==> config.mk <==
export PLATFORM = sky130hd
export DESIGN_NAME = shift_sequencer
export DESIGN_NICKNAME = d
export VERILOG_FILES = /design/src/rtl/shift_sequencer.sv
export SDC_FILE = /design/constraint.sdc
export NUM_CORES = 1
export LEC_CHECK = 0
export BUFFER_PORTS_ARGS = -buffer_cell sky130_fd_sc_hd__buf_4
export CORE_MARGIN = 3
export CORE_UTILIZATION = 49
export DETAILED_ROUTE_END_ITERATION = 8
export GPL_ROUTABILITY_DRIVEN = 1
export PLACE_DENSITY = 0.85
export REMOVE_ABC_BUFFERS = 1
export SKIP_CTS_REPAIR_TIMING = 1
export SLEW_MARGIN = 0
export SYNTH_ARGS = -nofsm -noshare
export SYNTH_HDL_FRONTEND = slang
export SYNTH_SLANG_ARGS = --single-unit
==> constraint.sdc <==
create_clock -name clock -period 4.7 [get_ports clock]
set_clock_uncertainty 0.2 [all_clocks]
set_input_delay 0.705 -clock clock [delete_from_list [all_inputs] [get_ports clock]]
set_output_delay 0.705 -clock clock [all_outputs]
set_load 0.01 [all_outputs]
==> src/rtl/shift_sequencer.sv <==
// shift_sequencer
// Control sequencer for an external load/shift datapath register. A command
// (data, shift count, fill mode) is captured in IDLE. The sequencer then
// spends one cycle loading the value, issues exactly 'amount' shift cycles
// (pausable with hold, cancellable with abort), and ends with a one-cycle
// done pulse.
//
// Ports
//   clock      rising-edge clock
//   reset_n    asynchronous active-low reset
//   start      command request, accepted only in IDLE when abort is low
//   data_in    value captured into load_val on command acceptance
//   amount     number of shift cycles to issue
//   arith      1 = arithmetic (sign fill), 0 = logical (zero fill)
//   hold       pauses shifting while high
//   abort      cancels the active command
//   load_n     datapath load enable, active-low
//   shift      datapath shift enable
//   asr        datapath arithmetic-fill select
//   load_val   captured data value driven to the datapath
//   busy       high in any state other than IDLE
//   done       one-cycle completion pulse
//   remaining  shift cycles still to issue
module shift_sequencer #(
  parameter int WIDTH = 8,
  parameter int CW    = 4
) (
  input  logic             clock,
  input  logic             reset_n,
  input  logic             start,
  input  logic [WIDTH-1:0] data_in,
  input  logic [CW-1:0]    amount,
  input  logic             arith,
  input  logic             hold,
  input  logic             abort,
  output logic             load_n,
  output logic             shift,
  output logic             asr,
  output logic [WIDTH-1:0] load_val,
  output logic             busy,
  output logic             done,
  output logic [CW-1:0]    remaining
);

  typedef enum logic [1:0] {
    IDLE  = 2'd0,
    LOAD  = 2'd1,
    SHIFT = 2'd2,
    DONE  = 2'd3
  } state_t;

  localparam logic [CW-1:0]    CNT_ZERO = {CW{1'b0}};
  localparam logic [CW-1:0]    CNT_ONE  = {{(CW-1){1'b0}}, 1'b1};
  localparam logic [WIDTH-1:0] VAL_ZERO = {WIDTH{1'b0}};

  state_t           state_r, state_s;
  logic [WIDTH-1:0] load_val_r, load_val_s;
  logic [CW-1:0]    remaining_r, remaining_s;
  logic             mode_r, mode_s;
  // shift_r marks the current SHIFT cycle as an issuing cycle. Hold is
  // sampled at the edge that enters a cycle, so the shift enable comes
  // straight from a flop and no input reaches an output combinationally.
  logic             shift_r, shift_s;

  // State and captured-command registers.
  always_ff @(posedge clock or negedge reset_n) begin
    if (!reset_n) begin
      state_r     <= IDLE;
      load_val_r  <= VAL_ZERO;
      remaining_r <= CNT_ZERO;
      mode_r      <= 1'b0;
      shift_r     <= 1'b0;
    end else begin
      state_r     <= state_s;
      load_val_r  <= load_val_s;
      remaining_r <= remaining_s;
      mode_r      <= mode_s;
      shift_r     <= shift_s;
    end
  end

  // Next-state, capture and count logic.
  always_comb begin
    state_s     = state_r;
    load_val_s  = load_val_r;
    remaining_s = remaining_r;
    mode_s      = mode_r;
    case (state_r)
      IDLE: begin
        if (start && !abort) begin
          state_s     = LOAD;
          load_val_s  = data_in;
          remaining_s = amount;
          mode_s      = arith;
        end else begin
          state_s = IDLE;
        end
      end
      LOAD: begin
        if (abort) begin
          state_s     = IDLE;
          remaining_s = CNT_ZERO;
        end else if (remaining_r == CNT_ZERO) begin
          state_s = DONE;
        end else begin
          state_s = SHIFT;
        end
      end
      SHIFT: begin
        if (abort) begin
          state_s     = IDLE;
          remaining_s = CNT_ZERO;
        end else begin
          // Count only cycles that actually issued a shift; never wrap.
          if (shift_r && (remaining_r != CNT_ZERO)) begin
            remaining_s = remaining_r - CNT_ONE;
          end else begin
            remaining_s = remaining_r;
          end
          if ((remaining_r == CNT_ZERO) || (shift_r && (remaining_r == CNT_ONE))) begin
            state_s = DONE;
          end else begin
            state_s = SHIFT;
          end
        end
      end
      DONE: begin
        state_s     = IDLE;
        remaining_s = CNT_ZERO;
      end
      default: begin
        state_s     = IDLE;
        remaining_s = CNT_ZERO;
      end
    endcase
    // The next cycle issues a shift only if it is a SHIFT cycle and hold is low.
    shift_s = (state_s == SHIFT) && !hold;
  end

  // Moore output decode from registered state.
  always_comb begin
    load_n    = (state_r != LOAD);
    shift     = shift_r && (state_r == SHIFT);
    asr       = (state_r == SHIFT) && mode_r;
    load_val  = load_val_r;
    busy      = (state_r != IDLE);
    done      = (state_r == DONE);
    remaining = remaining_r;
  end

endmodule

# Word-level counts from Yosys, hierarchy flattened
# Index checks and enable logic that the tools add are counted.
totals:
  regBits: 16
  out_inout_bits: 17
op_classes:
  addsub: 1
  n_eq_ne: 9
  muxes: 11
  n_reduce_logical: 15
op_table:
  columns: ["cell", "n"]
  rows:
  - ["4-bit two-way mux", 4]
  - ["4-bit case mux with 4 select lines", 1]
  - ["2-bit case mux with 4 select lines", 1]
  - ["2-bit equality test, second input constant", 3]
  - ["1-bit logical AND", 6]
  - ["4-bit by 1-bit equality test with 1-bit output, second input constant", 1]
  - ["4-bit zero test", 1]
  - ["2-bit two-way mux", 2]
  - ["2-bit != test, second input constant", 2]
  - ["4-bit nonzero test", 1]
  - ["4-bit by 1-bit subtractor with 4-bit output, second input constant", 1]
  - ["1-bit two-way mux", 3]
  - ["3-bit != test, second input constant", 1]
  - ["3-bit AND reduction", 1]
  - ["2-bit by 1-bit equality test with 1-bit output, second input constant", 1]
  - ["1-bit zero test", 2]
  - ["2-bit zero test", 1]
  - ["2-bit by 1-bit != test with 1-bit output, second input constant", 1]
  - ["2-bit AND reduction", 1]
  - ["2-bit nonzero test", 1]
  - ["1-bit logical OR", 1]

# Longest topological paths before layout
# Gate-level depths: netlist (run 1).
logic_depth:
  depth_word: 8
  mapped_depth: 6
  ltp_nobuf: 6

# Worst setup path after synthesis (run 1)
# Ideal clock, no wire load.
synth_timing:
  path_kind: "input to register"
  from: "input abort"
  to: "register load_val_r[0] (netlist: load_val[0])"
  setup_time_ns: 0.125
  arrival_ns: 1.515
  t_required_ns: 4.375
  path_slack_ns: 2.860
  stages: 3
  cell_sequence: "nand2b_1 nor2_2 mux2_2"
synth_between:
  elab_chain_cells: 3
synth_lines:
  columns: ["item", "line", "source"]
  rows:
  - ["start: declaration", "35", "input logic abort,"]
  - ["1-bit zero test", "90", "if (start && !abort) begin"]
  - ["1-bit logical AND", "90", null]
  - ["2-bit AND reduction (no line)", null, null]
  - ["end signal: assignment", "75", "load_val_r <= load_val_s;"]
  - ["end: declaration", "57", "logic [WIDTH-1:0] load_val_r, load_val_s;"]
# No other way between the ends.
# A chain may end at the register's enable or synchronous reset.

# Worst setup path in the final report (run 1)
layout_timing:
  from: "register state_r[0]"
  to: "output asr"
layout_between:
  elab_chain_cells: 2
layout_lines:
  columns: ["item", "line", "source"]
  rows:
  - ["start: declaration", "56", "state_t state_r, state_s;"]
  - ["start signal: assignment", "74", "state_r <= state_s;"]
  - ["2-bit equality test", "144", "asr = (state_r == SHIFT) && mode_r;"]
  - ["1-bit logical AND", "144", null]
  - ["end: declaration", "38", "output logic asr,"]
# No other way between the ends.

==> results of run 1 <==
==> cell usage after synthesis <==
| cell | number |
|---|---|
| dfrtp_1 | 16 |
| mux2_2 | 9 |
| a21oi_1 | 6 |
| inv_1 | 5 |
| nor2_1 | 5 |
| ha_1 | 3 |
| nand2b_1 | 3 |
| a2bb2oi_1 | 2 |
| mux2i_1 | 2 |
| a21boi_0 | 1 |
| a21o_1 | 1 |
| a21oi_2 | 1 |
| a22o_1 | 1 |
| a22oi_1 | 1 |
| a31oi_1 | 1 |
| and2_1 | 1 |
| and3b_1 | 1 |
| buf_2 | 1 |
| inv_2 | 1 |
| nand2_1 | 1 |
| nand4_1 | 1 |
| nor2_2 | 1 |
| nor2_4 | 1 |
| nor3_1 | 1 |
| nor4_1 | 1 |
| o21a_1 | 1 |
| o21bai_1 | 1 |
| o22ai_1 | 1 |
| or2b_1 | 1 |
| or3b_4 | 1 |
==> path summary, 6_finish.rpt <==
kind	cells past startpoint	slack (ns)	from	end
min reg2reg	1	0.32	load_val[5]	load_val[5]
max	3	2.48	state_r[0]	asr
max in group asynchronous	1	4.07	reset_n	state_r[1]
min	1	0.05	reset_n	load_val[2]
min in group clock	1	0.32	load_val[5]	load_val[5]
max reg2reg	4	2.84	state_r[0]	load_val[7]
==> state kept, by name, summed over array words and instances, names as in the netlist <==
signal	flops
load_val	8
mode_r	1
remaining	4
shift_r	1
state_r	2
==> power groups by stage <==
stage	clock, uW	sequential, uW	combinational [uW]
2_1_floorplan	0	276	181
3_3_place_gp	0	259	340
3_5_place_dp	0	264	348
4_1_cts	96.9	261	349
5_1_grt	102	274	382
6_report	92.3	262	346
==> layer usage <==
| metal | up-vias | GRT usage | share of wire |
|---|---|---|---|
| met5 | - | 0 | 0 |
| met4 | 0 | 0.09945 | 0.011 |
| met3 | 2 | 0.03516 | 0.046 |
| met2 | 17 | 0.3407 | 0.50 |
| met1 | 314 | 0.2476 | 0.44 |
| li1 | 327 | - | - |
==> kinds of logic (layout without fill, tap and decap cells) <==
group                      count (synthesis)  count (layout)  synth area share
and+or+nand+nor                           18              18            0.1356
AOI/OAI and AO/OA                         17              17            0.1418
DFF                                       16              16            0.4931
muxes                                     11              11            0.1495
buffers and inverters                      7              44           0.03389
adders and majority gates                  3               3           0.04623
==> worst max-delay path: stages (launching register included) <==
cell	delay, ns
dfrtp_1	0.51
or2b_1	0.30
nor2_1	0.09
buf_4	0.12
==> area by class of cell <==
class                      count  area (sq um)  share of cell area
sequential                    16         400.4              0.3579
multi-input combinational     49         384.1              0.3434
timing repair buffer          34         255.2              0.2282
clock buffer                   4         36.28             0.03244
inverter                       6         22.52             0.02013
tap                           16         20.02             0.01790
==> stage by stage <==
stage          worst slack (ns)  cells  area, sq um    util
2_1_floorplan             2.860     71        807.0       -
3_3_place_gp              2.632    121         1082  0.7021
3_5_place_dp              2.572    121         1082  0.7021
4_1_cts                   2.478    125         1119  0.7256
5_1_grt                   2.375    125         1119  0.7256
6_report                  2.476    125         1119  0.7256
==> placed cells by master, fill, tap and decap left out, drive strengths merged, types with 2 or more instances in the layout <==
cell | netlist | final
buf | 1 | 34
dfrtp | 16 | 16
mux2 | 9 | 9
a21oi | 7 | 7
nor2 | 7 | 7
inv | 6 | 6
clkbuf | 0 | 4
nand2b | 3 | 3
ha | 3 | 3
a2bb2oi | 2 | 2
mux2i | 2 | 2
==> summary.txt, run 1 <==
Synthesis
  – Yosys warning count: 0
  – Syn Area/Cell: 11.28 sq um
  – Area leader, netlist: dfrtp_1
  – Mapped Area: 812.0 sq um
  – Top cells by area, synth: dfrtp_1 (49%), mux2_2 (12%), ha_1 (4.6%)
  – Synth cell types: 30
  – Synthesized netlist cell count: 72
  – Sequential share of the synthesized area: 0.4931
  – #FFs+latches synth: 16
  – Share of Yosys cell area claimed by the top area cell type: 0.4931

Power and ir drop
  – Power Density: 626.2 nW/um^2
  – Peak VDD IR: 0.3922 mV
  – Comb power frac: 0.494
  – Internal: 436.8 uW
  – Net Switching: 263.7 uW
  – Total Power: 700.5 uW
  – Clock Power Share: 0.132
  – Share of total power in sequential cells: 0.374
  – Switching share of total power: 0.3765
  – Leak: 0.0005541 uW

Floorplan
  – I/O pin cnt: 35
  – # rows: 14
  – Die H: 46.71 um
  – Initial Util: 0.5268
  – Core Area: 1541 sq um
  – Full die area: 2182 sq um
  – Chip Width: 46.71 um

Critical path
  – Setup crit end kind: primary output
  – Crit-path max FO: 10
  – Kind of start point of the critical path: flip-flop
  – Worst EP required: 3.80 ns
  – Critical path arrival: 1.32 ns
  – Critical path class: reg2out

Route
  – Vias: 660
  – DRC Markers: 0
  – DR pass1 iterations: 4
  – WL final: 1.828 mm
  – DR WL/cell: 14.62 um
  – DRT iter0 DRCs: 12
  – Antenna violation net count after detailed routing: 0
  – Via density: 5.280

Status
  – Outcome: complete, no violations

Clocking
  – Max Buffers Root-to-Sink: 2
  – Clk Latency, worst-skew pair: 0.29 ns
  – Total CTS buffers: 3
  – Root Buffer: clkbuf_4
  – Clock Sinks: 16
  – CTS tree: built
  – Reg clk slew, reported paths: 0.10 ns
  – # H-tree levels: 1

Timing
  – Setup TNS: 0 ns
  – RSZ-0062 raised after global routing: false
  – WHS: 0.05121 ns
  – Fmax: 0.4497 GHz
  – Slew HR: 0.6963
  – Fin crit share: 0.4732
  – Final-report max-slew violation count: 0
  – Final setup fails: 0
  – Fin crit period: 2.224 ns
  – Fin. Hold Viols: 0
  – Tightest Pin Transition: 0.4551 ns

Global route
  – Number of global-route vias before repair: 669
  – Initial antenna violation count: 0
  – First-pass GRT wire length: 3.015 mm
  – Gr ovfl total: 0
  – Pin count of the biggest net entering global routing: 17
  – Total Routing Usage GR: 0.2021

Placement
  – HPWL Detailed: 1.431 mm
  – Routability Congestion: 0.7947
  – Number of port buffers: 34

Layout
  – Nets: 131
  – Area Overhead vs Synth: 37.75%
  – # diodes: 0
  – Fillcell total: 119
  – Share of cells above drive strength 1: 0.4771

Run
  – Max Cap Viol: 0

Min path
  – Hold Path Class: in2async
(Power assumes the default switching activity.)
==> run 2: changes to the inputs <==
--- a/config.mk
+++ b/config.mk
@@ -7,10 +7,10 @@
 export LEC_CHECK = 0
 export BUFFER_PORTS_ARGS = -buffer_cell sky130_fd_sc_hd__buf_4
 export CORE_MARGIN = 3
-export CORE_UTILIZATION = 49
+export CORE_UTILIZATION = 45
 export DETAILED_ROUTE_END_ITERATION = 8
 export GPL_ROUTABILITY_DRIVEN = 1
-export PLACE_DENSITY = 0.85
+export PLACE_DENSITY = 0.79
 export REMOVE_ABC_BUFFERS = 1
 export SKIP_CTS_REPAIR_TIMING = 1
 export SLEW_MARGIN = 0
==> constraint.sdc (replaced) <==
create_clock -name clock -period 2.1 [get_ports clock]
set_clock_uncertainty 0.2 [all_clocks]
set_input_delay 0.315 -clock clock [delete_from_list [all_inputs] [get_ports clock]]
set_output_delay 0.315 -clock clock [all_outputs]
set_load 0.01 [all_outputs]
==> run 2 against run 1 <==
Net effect:
- global-route usage down 3.2 points
- critical path depth unchanged
- via count up 1.1%
- core utilization down 1.1 points
- wire length down 3.0%
- largest cell class unchanged
==> summary.txt, run 2 (same netlist as run 1, synthesis figures left out) <==
Clocking
  – Clk Latency, worst-skew pair: 0.28 ns
  – CTS tree: built
  – Max Buffers Root-to-Sink: 2
  – Clock Sinks: 16
  – # H-tree levels: 1
  – Root Buffer: clkbuf_4
  – Reg clk slew, reported paths: 0.10 ns
  – Total CTS buffers: 3

Min path
  – Worst hold path depth: 2
  – Hold Path Class: in2reg
  – Hold Path End: state_r[1]
  – Hold_sp: abort

Timing
  – RSZ-0062 raised after global routing: false
  – Slew HR: 0.7350
  – Final setup fails: 0
  – Tightest Pin Transition: 0.3971 ns
  – Final worst setup slack: 0.2885 ns
  – Fin. Hold Viols: 0
  – Setup TNS: 0 ns
  – Final-report max-slew violation count: 0
  – Fmax: 0.5520 GHz
  – Fin crit period: 1.811 ns
  – Fin crit share: 0.8626

Critical path
  – Worst EP required: 1.58 ns
  – Critical path cell sequence: or2b_1 -> nor2_1 -> buf_4
  – Crit-path max FO: 9
  – Critical Path Max Stage Delay: 0.50 ns
  – CP Buf/Inv Count: 1
  – R2R setup slack: 0.29 ns
  – Slowest-stage cell, CP: dfrtp_1
  – Critical path arrival: 1.30 ns
  – CP Launch Point: state_r[1]
  – Kind of start point of the critical path: flip-flop
  – RR Endpoint: load_val[5]
  – Critical path class: reg2out
  – CP top delay family: flip-flops
  – Setup crit end kind: primary output
  – Depth of the most critical reg-to-reg path: 4
  – Reg2reg start: state_r[1]

Route
  – DRC Markers: 0
  – Antenna violation net count after detailed routing: 0
  – DRT iter0 DRCs: 7
  – Vias: 667
  – DR WL/cell: 13.23 um
  – DR pass1 iterations: 4
  – Via density: 4.978
  – WL final: 1.773 mm

Power and ir drop
  – Power Density: 1371 nW/um^2
  – Leak: 0.0005583 uW
  – Peak VDD IR: 0.7877 mV
  – Total Power: 1561 uW

Floorplan
  – Full die area: 2350 sq um
  – # rows: 14
  – Core Area: 1594 sq um
  – I/O pin cnt: 35
  – Chip Width: 48.48 um
  – Initial Util: 0.5094
  – Die H: 48.48 um

Global route
  – Pin count of the biggest net entering global routing: 17
  – Grt met3 use: 0.03374
  – Number of global-route vias before repair: 692
  – Met2 Use GR: 0.3028
  – Gr ovfl total: 0
  – Total Routing Usage GR: 0.1698
  – Grt met1 use: 0.2163
  – Initial antenna violation count: 0
  – GRT busiest layer: met2
  – First-pass GRT wire length: 3.132 mm

Layout
  – Commonest non-fill, non-tap cell in the layout: buf_4
  – Largest register FFs: 8
  – Most frequent cells in the layout: buf_4 (34), dfrtp_1 (16), mux2_2 (9), a21oi_1 (6)
  – Share of cells above drive strength 1: 0.4727
  – Nets: 132
  – Area Overhead vs Synth: 40.22%
  – # diodes: 0
  – Post-Route Utilization: 0.7143

Placement
  – Number of port buffers: 34
  – Worst setup slack after placement: 0.2920 ns
  – Routability Congestion: 0.8513
  – HPWL Detailed: 1.476 mm

Status
  – Outcome: complete, no violations

Run
  – Max Cap Viol: 0
[run 2: layout make-up]
cell class / count / area, sq um
fill: 128 / 455.4
sequential: 16 / 400.4
multi-input combinational: 49 / 384.1
tap: 24 / 30.03
inverter: 6 / 22.52
timing repair buffer: 35 / 265.3
clock buffer: 4 / 36.28
[run 2: routing by layer]
metal  vias to the layer above  part of all wire
li1                        329                 -
met1                       312              0.44
met2                        24              0.50
met3                         2             0.059
met4                         0            0.0051
met5                         -                 0
[run 2: worst max path at each step]
stage                   to  slack [ns]  depth (start not counted)
2_1_floorplan  load_val[0]        0.41                          4
3_3_place_gp   load_val[1]        0.30                          4
3_5_place_dp   load_val[6]        0.29                          4
4_1_cts              shift        0.27                          3
5_1_grt             mode_r        0.17                          4
6_report             shift        0.29                          3
[run 2: metrics by stage]
step / instance area (sq um) / cells / hold WS, ns
after floorplan: 807.0 / 71 / -0.1806
after global placement: 1092 / 129 / -0.01814
after detailed placement: 1092 / 129 / -0.01636
after CTS: 1129 / 133 / -0.3262
after global routing: 1139 / 134 / 0.02383
final: 1139 / 134 / 0.03095
[run 2: power by group]
| group | internal (uW) | switching (uW) | leakage [uW] | total, uW |
|---|---|---|---|---|
| registers | 449 | 131 | 0.000197 | 580 |
| clock network | 105 | 93.2 | 0.0000210 | 199 |
| logic | 426 | 356 | 0.000341 | 782 |
